**config.mk**
```make
export PLATFORM = sky130hd
export DESIGN_NAME = rs_encoder
export DESIGN_NICKNAME = d
export VERILOG_FILES = /design/src/rtl/rs_pkg.sv /design/src/rtl/rs_gen_poly.sv /design/src/rtl/rs_encoder.sv
export SDC_FILE = /design/constraint.sdc
export NUM_CORES = 2
export LEC_CHECK = 0
export CORE_MARGIN = 2
export CORE_UTILIZATION = 45
export DETAILED_ROUTE_END_ITERATION = 12
export SKIP_LAST_GASP = 1
export SYNTH_ARGS = -nofsm -noshare
export SYNTH_HDL_FRONTEND = slang
export SYNTH_SLANG_ARGS = --single-unit
```
**constraint.sdc**
```tcl
create_clock -name clk -period 5.25 [get_ports clk]
set_clock_uncertainty 0.1 [all_clocks]
set_input_delay 1.3125 -clock clk [delete_from_list [all_inputs] [get_ports clk]]
set_output_delay 1.3125 -clock clk [all_outputs]
set_load 0.02 [all_outputs]
```
**src/rtl/rs_pkg.sv**
```systemverilog
`default_nettype none
// ------------------------------------------------------------------
// rs_pkg : shared GF(2^8) constants, state encoding and gf_mul  rev 1.0
// ------------------------------------------------------------------
package rs_pkg;

  localparam int         NPAR      = 16;
  localparam logic [8:0] PRIM_POLY = 9'h11D;
  localparam logic [7:0] ALPHA     = 8'h02;

  typedef enum logic [1:0] {
    ST_INIT_ROOT = 2'd0,
    ST_INIT_GEN  = 2'd1,
    ST_IDLE      = 2'd2,
    ST_PARITY    = 2'd3
  } state_e;

  // Shift-and-reduce multiply: one partial product per bit of b.
  function automatic logic [7:0] gf_mul(input logic [7:0] a, input logic [7:0] b);
    logic [7:0] acc;
    logic [7:0] x;
    acc = 8'h00;
    x   = a;
    for (int i = 0; i < 8; i++) begin
      if (b[i]) acc = acc ^ x;
      x = {x[6:0], 1'b0} ^ (x[7] ? PRIM_POLY[7:0] : 8'h00);
    end
    return acc;
  endfunction

endpackage
`default_nettype wire

```
**src/rtl/rs_gen_poly.sv**
```systemverilog
`default_nettype none
// ------------------------------------------------------------------
// rs_gen_poly : builds g(x) = prod (x + a^(FCR+i)), i=0..15     rev 1.0
// ------------------------------------------------------------------
module rs_gen_poly
  import rs_pkg::*;
#(
  parameter int FCR = 0
) (
  input  logic                clk,
  input  logic                reset,
  output logic [NPAR*8-1:0]   g_flat,
  output logic                last_step
);

  localparam logic [8:0] FCR_STEPS = 9'(FCR);
  localparam logic [8:0] LAST_STEP = 9'(FCR + NPAR - 1);

  logic [8:0] step_q, step_d;
  logic       done_q, done_d;
  logic [7:0] r_q, r_d;
  logic [7:0] g_q [NPAR];
  logic [7:0] g_d [NPAR];
  logic       in_root;

  // The first FCR steps only advance the root towards a^FCR.
  generate
    if (FCR == 0) begin : g_no_root
      assign in_root = 1'b0;
    end else begin : g_root
      assign in_root = (step_q < FCR_STEPS);
    end
  endgenerate

  always_comb begin
    step_d = step_q;
    done_d = done_q;
    r_d    = r_q;
    for (int j = 0; j < NPAR; j++) g_d[j] = g_q[j];
    if (!done_q) begin
      step_d = step_q + 9'd1;
      r_d    = gf_mul(r_q, ALPHA);
      if (!in_root) begin
        g_d[0] = gf_mul(g_q[0], r_q);
        for (int j = 1; j < NPAR; j++) g_d[j] = g_q[j-1] ^ gf_mul(g_q[j], r_q);
      end
      if (step_q == LAST_STEP) done_d = 1'b1;
    end
  end

  always_ff @(posedge clk or negedge reset) begin
    if (!reset) begin
      step_q <= '0;
      done_q <= 1'b0;
      r_q    <= 8'h01;
      for (int j = 0; j < NPAR; j++) g_q[j] <= (j == 0) ? 8'h01 : 8'h00;
    end else begin
      step_q <= step_d;
      done_q <= done_d;
      r_q    <= r_d;
      for (int j = 0; j < NPAR; j++) g_q[j] <= g_d[j];
    end
  end

  assign last_step = !done_q && (step_q == LAST_STEP);

  generate
    for (genvar j = 0; j < NPAR; j++) begin : g_pack
      assign g_flat[j*8 +: 8] = g_q[j];
    end
  endgenerate

endmodule
`default_nettype wire

```
**src/rtl/rs_encoder.sv**
```systemverilog
`default_nettype none
// ------------------------------------------------------------------
// rs_encoder : systematic RS(255,239) encoder, 16 parity bytes  rev 1.0
// ------------------------------------------------------------------
module rs_encoder
  import rs_pkg::*;
#(
  parameter int K   = 239,
  parameter int FCR = 0
) (
  input  logic       clk,
  input  logic       reset,
  input  logic       CE,
  input  logic [7:0] data_in,
  output logic       ready,
  output logic       CEO,
  output logic [7:0] data_out,
  output logic       first,
  output logic       last
);

  localparam logic [7:0] LAST_MSG = 8'(K - 1);
  localparam logic [7:0] LAST_PAR = 8'(NPAR - 1);

  logic [NPAR*8-1:0] g_flat;
  logic              gen_last;
  logic [7:0]        g [NPAR];

  rs_gen_poly #(.FCR(FCR)) u_gen (
    .clk       (clk),
    .reset     (reset),
    .g_flat    (g_flat),
    .last_step (gen_last)
  );

  generate
    for (genvar j = 0; j < NPAR; j++) begin : g_unpack
      assign g[j] = g_flat[j*8 +: 8];
    end
  endgenerate

  state_e     state_q, state_d;
  logic       ready_q, ready_d;
  logic       ceo_q, ceo_d;
  logic [7:0] dout_q, dout_d;
  logic       first_q, first_d;
  logic       last_q, last_d;
  logic [7:0] b_q, b_d;
  logic [7:0] p_q [NPAR];
  logic [7:0] p_d [NPAR];
  logic [7:0] fb;

  assign fb = data_in ^ p_q[NPAR-1];

  always_comb begin
    state_d = state_q;
    ready_d = ready_q;
    ceo_d   = 1'b0;
    dout_d  = dout_q;
    first_d = 1'b0;
    last_d  = 1'b0;
    b_d     = b_q;
    for (int j = 0; j < NPAR; j++) p_d[j] = p_q[j];
    case (state_q)
      ST_INIT_ROOT, ST_INIT_GEN: begin
        if (gen_last) begin
          state_d = ST_IDLE;
          ready_d = 1'b1;
        end
      end
      ST_IDLE: begin
        if (CE) begin
          p_d[0] = gf_mul(fb, g[0]);
          for (int j = 1; j < NPAR; j++) p_d[j] = p_q[j-1] ^ gf_mul(fb, g[j]);
          dout_d  = data_in;
          ceo_d   = 1'b1;
          first_d = (b_q == 8'd0);
          if (b_q == LAST_MSG) begin
            state_d = ST_PARITY;
            ready_d = 1'b0;
            b_d     = 8'd0;
          end else begin
            b_d = b_q + 8'd1;
          end
        end
      end
      ST_PARITY: begin
        // Shifting out also leaves the register cleared for the next frame.
        dout_d = p_q[NPAR-1];
        ceo_d  = 1'b1;
        for (int j = NPAR - 1; j > 0; j--) p_d[j] = p_q[j-1];
        p_d[0] = 8'h00;
        if (b_q == LAST_PAR) begin
          last_d  = 1'b1;
          state_d = ST_IDLE;
          ready_d = 1'b1;
          b_d     = 8'd0;
        end else begin
          b_d = b_q + 8'd1;
        end
      end
      default: state_d = ST_INIT_ROOT;
    endcase
  end

  always_ff @(posedge clk or negedge reset) begin
    if (!reset) begin
      state_q <= ST_INIT_ROOT;
      ready_q <= 1'b0;
      ceo_q   <= 1'b0;
      dout_q  <= 8'h00;
      first_q <= 1'b0;
      last_q  <= 1'b0;
      b_q     <= 8'd0;
      for (int j = 0; j < NPAR; j++) p_q[j] <= 8'h00;
    end else begin
      state_q <= state_d;
      ready_q <= ready_d;
      ceo_q   <= ceo_d;
      dout_q  <= dout_d;
      first_q <= first_d;
      last_q  <= last_d;
      b_q     <= b_d;
      for (int j = 0; j < NPAR; j++) p_q[j] <= p_d[j];
    end
  end

  assign ready    = ready_q;
  assign CEO      = ceo_q;
  assign data_out = dout_q;
  assign first    = first_q;
  assign last     = last_q;

endmodule
`default_nettype wire

```
== Yosys cells after proc, flatten, opt, wreduce, memory -nomap -nowiden ==
Cells that the tools add are included.

* Equality and inequality tests: 10
* Divide/modulo/power cells: 0
* Shift operators: 0
* Magnitude comparators: 0
* $add $sub $neg: 2
* Bitwise operators: 375
* Reductions and logical operators: 8
* Muxes and demuxes: 783
* Multiply operators: 0

{| class="wikitable"
|+ Operators with widths
! operator !! number
|-
| 2-to-1 mux 8 bit || 641
|-
| XOR 8 bit || 368
|-
| 2-to-1 mux 5 bit || 120
|-
| case mux 128 bit (2 select lines) || 1
|-
| 2-to-1 mux 128 bit || 1
|-
| XOR 8 x 5 -> 8 bit || 7
|-
| case mux 8 bit (2 select lines) || 2
|-
| 2-to-1 mux 1 bit || 11
|-
| adder 9 x 1 -> 9 bit (second input constant) || 1
|-
| equality test 9 x 4 -> 1 bit (second input constant) || 1
|-
| adder 8 x 1 -> 8 bit (second input constant) || 1
|-
| equality test 8 x 4 -> 1 bit (second input constant) || 1
|-
| equality test 8 bit (second input constant) || 1
|-
| zero test 8 bit || 1
|-
| 2-to-1 mux 2 bit || 4
|-
| inequality test 2 bit (second input constant) || 4
|-
| case mux 2 bit (3 select lines) || 1
|-
| equality test 2 bit (second input constant) || 2
|-
| AND reduction 4 bit || 1
|-
| case mux 1 bit (3 select lines) || 1
|-
| equality test 2 x 1 -> 1 bit (second input constant) || 1
|-
| zero test 2 bit || 1
|-
| case mux 1 bit (2 select lines) || 1
|-
| AND reduction 2 bit || 1
|-
| 4 further kinds || 4
|}

* Output and inout port bits: 12
* Latch bits: 0
* Memory bits (read-only): 0
* Memories kept: 0
* Bits in writable memories: 0
* Flip-flop bits (word level): 296
* Input bits: 11

== Longest topological paths before layout ==
* Depth in word-level cells: 35
* Mapped depth: 13

== Hierarchy ==
A second synthesis with hierarchy kept.

* Cells, all modules: 6519
* Area total of the unflattened synthesis: 46612.2 um^2

{| class="wikitable"
|+ By module, submodules not included
! module !! times used !! area each (um^2) !! cells each
|-
| rs_gen_poly || 1 || 24816.3 || 3327
|-
| rs_encoder || 1 || 21795.9 || 3192
|}

== Worst setup path after synthesis ==
OpenSTA, ideal clock, no wires.

* Path type: input-to-reg
* Start point: input data_in[6]
* End point: register p_q[52] (netlist name)
* Stages: 10
* Slack: 1426 ps
* Required time: 5068 ps
* Data arrival time: 3642 ps
* Path through: xnor2_4 -> xnor3_4 -> xor2_4 -> nand2_1 -> buf_2 -> o21ai_0 -> a21o_1 -> xnor2_1 -> or3_1 -> a31oi_1

* Longest elaborated chain between the ends: 31
* Elaborated cells between the ends (all ways): 38

{| class="wikitable"
|+ Ends and longest elaborated chain
! element !! line !! RTL
|-
| from (decl) || rs_encoder.sv:14 || <nowiki>input logic [7:0] data_in,</nowiki>
|-
| XOR 8 bit * || rs_encoder.sv:53 || <nowiki>assign fb = data_in ^ p_q[NPAR-1];</nowiki>
|-
| XOR 8 x 5 -> 8 bit * || rs_pkg.sv:26 || <nowiki>x = {x[6:0], 1'b0} ^ (x[7] ? PRIM_POLY[7:0] : 8'h00);</nowiki>
|-
| 2-to-1 mux 5 bit * || rs_pkg.sv:26 ||
|-
| XOR 8 x 5 -> 8 bit * || rs_pkg.sv:26 ||
|-
| XOR 8 bit || rs_pkg.sv:25 || <nowiki>if (b[i]) acc = acc ^ x;</nowiki>
|-
| 2-to-1 mux 8 bit || rs_pkg.sv:25 ||
|-
| 2-to-1 mux 8 bit || rs_encoder.sv:72 || <nowiki>if (CE) begin</nowiki>
|-
| 2-to-1 mux 8 bit || rs_encoder.sv:64 || <nowiki>case (state_q)</nowiki>
|-
| (+15 left out) || n/a ||
|-
| 2-to-1 mux 8 bit || rs_encoder.sv:64 ||
|-
| XOR 8 bit || rs_pkg.sv:25 ||
|-
| 2-to-1 mux 8 bit * || rs_pkg.sv:25 ||
|-
| 2-to-1 mux 8 bit * || rs_encoder.sv:72 ||
|-
| 2-to-1 mux 8 bit * || rs_encoder.sv:64 ||
|-
| XOR 8 bit * || rs_encoder.sv:74 || <nowiki>for (int j = 1; j < NPAR; j++) p_d[j] = p_q[j-1] ^ gf_mul(fb, g[j]);</nowiki>
|-
| 2-to-1 mux 128 bit * || rs_encoder.sv:72 ||
|-
| case mux 128 bit (2 select lines) * || rs_encoder.sv:64 ||
|-
| to (decl) || rs_encoder.sv:49 || <nowiki>logic [7:0] p_q [NPAR];</nowiki>
|}

Mark *: on every way between the ends. The rest lies on a longest branch, timed or not. The select of a mux whose other input is x is not followed.
A chain may end at the register's enable or synchronous reset.

== Final worst setup path ==
* Start point: input data_in[4]
* End point: register p_q[107] (netlist name)

* Longest elaborated chain between the ends: 25
* Elaborated cells between the ends (all ways): 28

{| class="wikitable"
|+ Ends and longest elaborated chain
! element !! line
|-
| XOR 8 bit * || rs_encoder.sv:53
|-
| XOR 8 x 5 -> 8 bit * (3 in series) || rs_pkg.sv:26
|-
| 2-to-1 mux 5 bit * || rs_pkg.sv:26
|-
| XOR 8 x 5 -> 8 bit * || rs_pkg.sv:26
|-
| XOR 8 bit || rs_pkg.sv:25
|-
| 2-to-1 mux 8 bit || rs_pkg.sv:25
|-
| 2-to-1 mux 8 bit || rs_encoder.sv:72
|-
| 2-to-1 mux 8 bit || rs_encoder.sv:64
|-
| (+7 left out) || n/a
|-
| 2-to-1 mux 8 bit || rs_encoder.sv:64
|-
| XOR 8 bit || rs_pkg.sv:25
|-
| 2-to-1 mux 8 bit * || rs_pkg.sv:25
|-
| 2-to-1 mux 8 bit * || rs_encoder.sv:72
|-
| 2-to-1 mux 8 bit * || rs_encoder.sv:64
|-
| XOR 8 bit * || rs_encoder.sv:74
|-
| 2-to-1 mux 128 bit * || rs_encoder.sv:72
|-
| case mux 128 bit (2 select lines) * || rs_encoder.sv:64
|}

Marked as above.

==> metrics.cfg <==
[run_status]
status=completed

[worst_hold_path]
hold_class=flip-flop to flip-flop
min_from=u_gen.step_q[8]
hold_end=u_gen.step_q[8]
min_path_cells=1

[finish]
layout.area.seq_um2=7440
fin_util_pct=48.6
num_antenna_cells=0
nets=6166
syn_to_final_growth_pct=6.83
drive_above_1_share_pct=6.26
fill_cells=10200
multi_input_area_um2=36700

[synthesis]
async_flop_share_pct=100
synth_common_cells=1,905 x nand2_1, 1,577 x xnor2_1, 463 x xor2_1
avgSynthCellArea_um2=7.15
synth_area_leaders=xnor2_1 30%, dfrtp_1 16%, nand2_1 15%
yosys_warnings=0
synth.distinct_cells=71
synth_flop_cell=dfrtp_1
ys_ff_latch=296
syn_area_um2=46400
syn_inst=6495
yosysTopAreaCellShare_pct=29.7
synth_edf_count=0
synth.most_common_cell=nand2_1
yosysTopAreaCell=xnor2_1
syn-num-nets=6510
synth_seq_area_share_pct=16.0

[worst_setup_path]
cp_max_fo=15
r2r_setup_slack_ps=1650
cp-start-kind=primary input
r2r_start=p_q[4]
arrival_ps=4850
r2r_cells=9
r2r-end=p_q[107]
cp-end-kind=flip-flop
critical_path_required_ps=5660
criticalPathCategory=primary input to flip-flop

[pwr]
irDropWorstVdd_mv=0.315
p_per_area_nw_per_um2=187
switching_power_mw=4.05
clkPwrFrac_pct=35.0
sequentialPowerShare_pct=26.9
p_int_mw=5.24
switching_share_pct=43.6
p_leak_nw=16.9
power.share.combinational_pct=38.1

[global_routing]
grt.total_usage_pct=30.7
antenna_found_initial=3
overflow=0
grt_pass1_vias=40800
grt_max_degree=137
grt_pass1_wl_um=255000

[die]
die_x_um=325
ioPinCount=23
dieArea_um2=106000
design.core.area_um2=102000
fp.dieH_um=325
num_rows=117
start_util_pct=45.5

[routing]
ant_nets=0
routedWlPerCell_um=21.9
drc=0
vias=42900
vias_per_cell=5.67
wirelength_um=166000
initialDrtViolationCount=4058
firstDrtPassIters=6

[placed_design]
place_congestion=0.923
port_buffers=22
hpwl_um=105000

[sta]
max_freq_mhz=225
timing.setup.tns_ps=0
relSlewSlack_pct=13.3
rsz0062_at_grt=no
slew_viol_final=0
tightest_slew_ps=1300
setup_viol=0
hold_violations=0
fin_crit_sh_pct=84.6
fin_crit_ps=4440

[clock_network]
cts_tree=done
path_clk_slew_ps=60
post_cts_buffers=0
h-tree-depth=2
clock_latency_ps=660
cts-buffers-inserted=45
cts_resized=0
cts_root_buf=clkbuf_16
ctsHoldBuffers=0
clkSinkCount=296
cts_buffer_depth=3

[job]
max_cap_violations=0

## critical path, cell delays in order
cell,delay [ps]
clkdlybuf4s50_1,620
xnor2_2,660
xnor2_1,200
xnor2_2,910
o211ai_1,230
xnor3_1,430
xnor2_1,170
nor2_1,70
xnor2_1,170
o21ai_1,70
## registers in the layout, indices dropped and copies added, names as in the netlist
name / flops
state_q: 2
u_gen.done_q: 1
u_gen.step_q: 9
last: 1
ready: 1
CEO: 1
first: 1
p_q: 128
b_q: 8
data_out: 8
u_gen.g_flat: 128
u_gen.r_q: 8
## power by group through the flow
stage          logic, mW  registers, mW  clock network (mW)
6_report            3.54           2.50                3.25
2_1_floorplan       1.75           2.50                   0
3_5_place_dp        3.42           2.53                   0
3_3_place_gp        3.40           2.53                   0
4_1_cts             3.44           2.49                3.30
5_1_grt             3.66           2.51                3.38
## layout by cell type (no fill, tap or decap), types with 33 or more instances in the layout
cell type  count
clkbuf_16     46
a21oi_1      145
dfrtp_1      286
a31oi_1       46
mux2i_1      105
xnor2_1     1571
or3_1         46
nand2_1     1904
buf_4        183
a22oi_1      132
xor2_1       455
mux2_2        33
o211ai_1      39
xnor3_1       77
nand3_1       45
nor2_1       235
nand2b_1      45
o21ai_0      359
## per-layer routing
layer | global-route usage (%) | wire, um
met2 | 48.8 | 74300
met4 | 14.5 | 8050
met5 | 0 | 0
met3 | 4.95 | 13700
met1 | 40.6 | 69700
## kinds of logic (layout without fill, tap and decap cells)
kind of cell,Yosys count,after routing,synth area share (%)
AND/OR/NAND/NOR,2379,2379,20.5
XOR/XNOR,2143,2143,43.3
adder cells (fa/ha/maj),4,4,0.108
buffers and inverters,655,346,5.55
flip-flops,296,296,16.0
AO/OA/AOI/OAI,880,880,11.5
multiplexers,138,138,3.06
## worst max-delay path by stage
stage	from	to	slack, ps	cells after the start
CTS	data_in[4]	p_q[27]	880	10
global placement	data_in[4]	p_q[27]	270	10
finish	data_in[4]	p_q[107]	810	10
detailed placement	data_in[4]	p_q[27]	200	10
global route	data_in[4]	p_q[67]	630	10
floorplan	data_in[6]	p_q[52]	1430	10
## stage by stage
stage	setup slack, ps	power, mW	instances	area (um^2)	hold WS [ps]
2_1_floorplan	1430	4.25	6495	46400	346
3_3_place_gp	268	5.93	7472	48100	369
3_5_place_dp	196	5.96	7472	48100	371
4_1_cts	883	9.23	7554	49600	386
5_1_grt	627	9.54	7554	49600	421
6_report	809	9.29	7554	49600	380
## layout make-up
type                       instances  share of cell area [%]
inverter                          32                   0.247
tap                             1368                    3.45
clock buffer                      64                    2.58
sequential                       296                    15.0
clock inverter                    18                   0.426
multi-input combinational       5544                    74.0
timing repair buffer             232                    4.31
No activity file was read; power rests on OpenSTA's default activity.
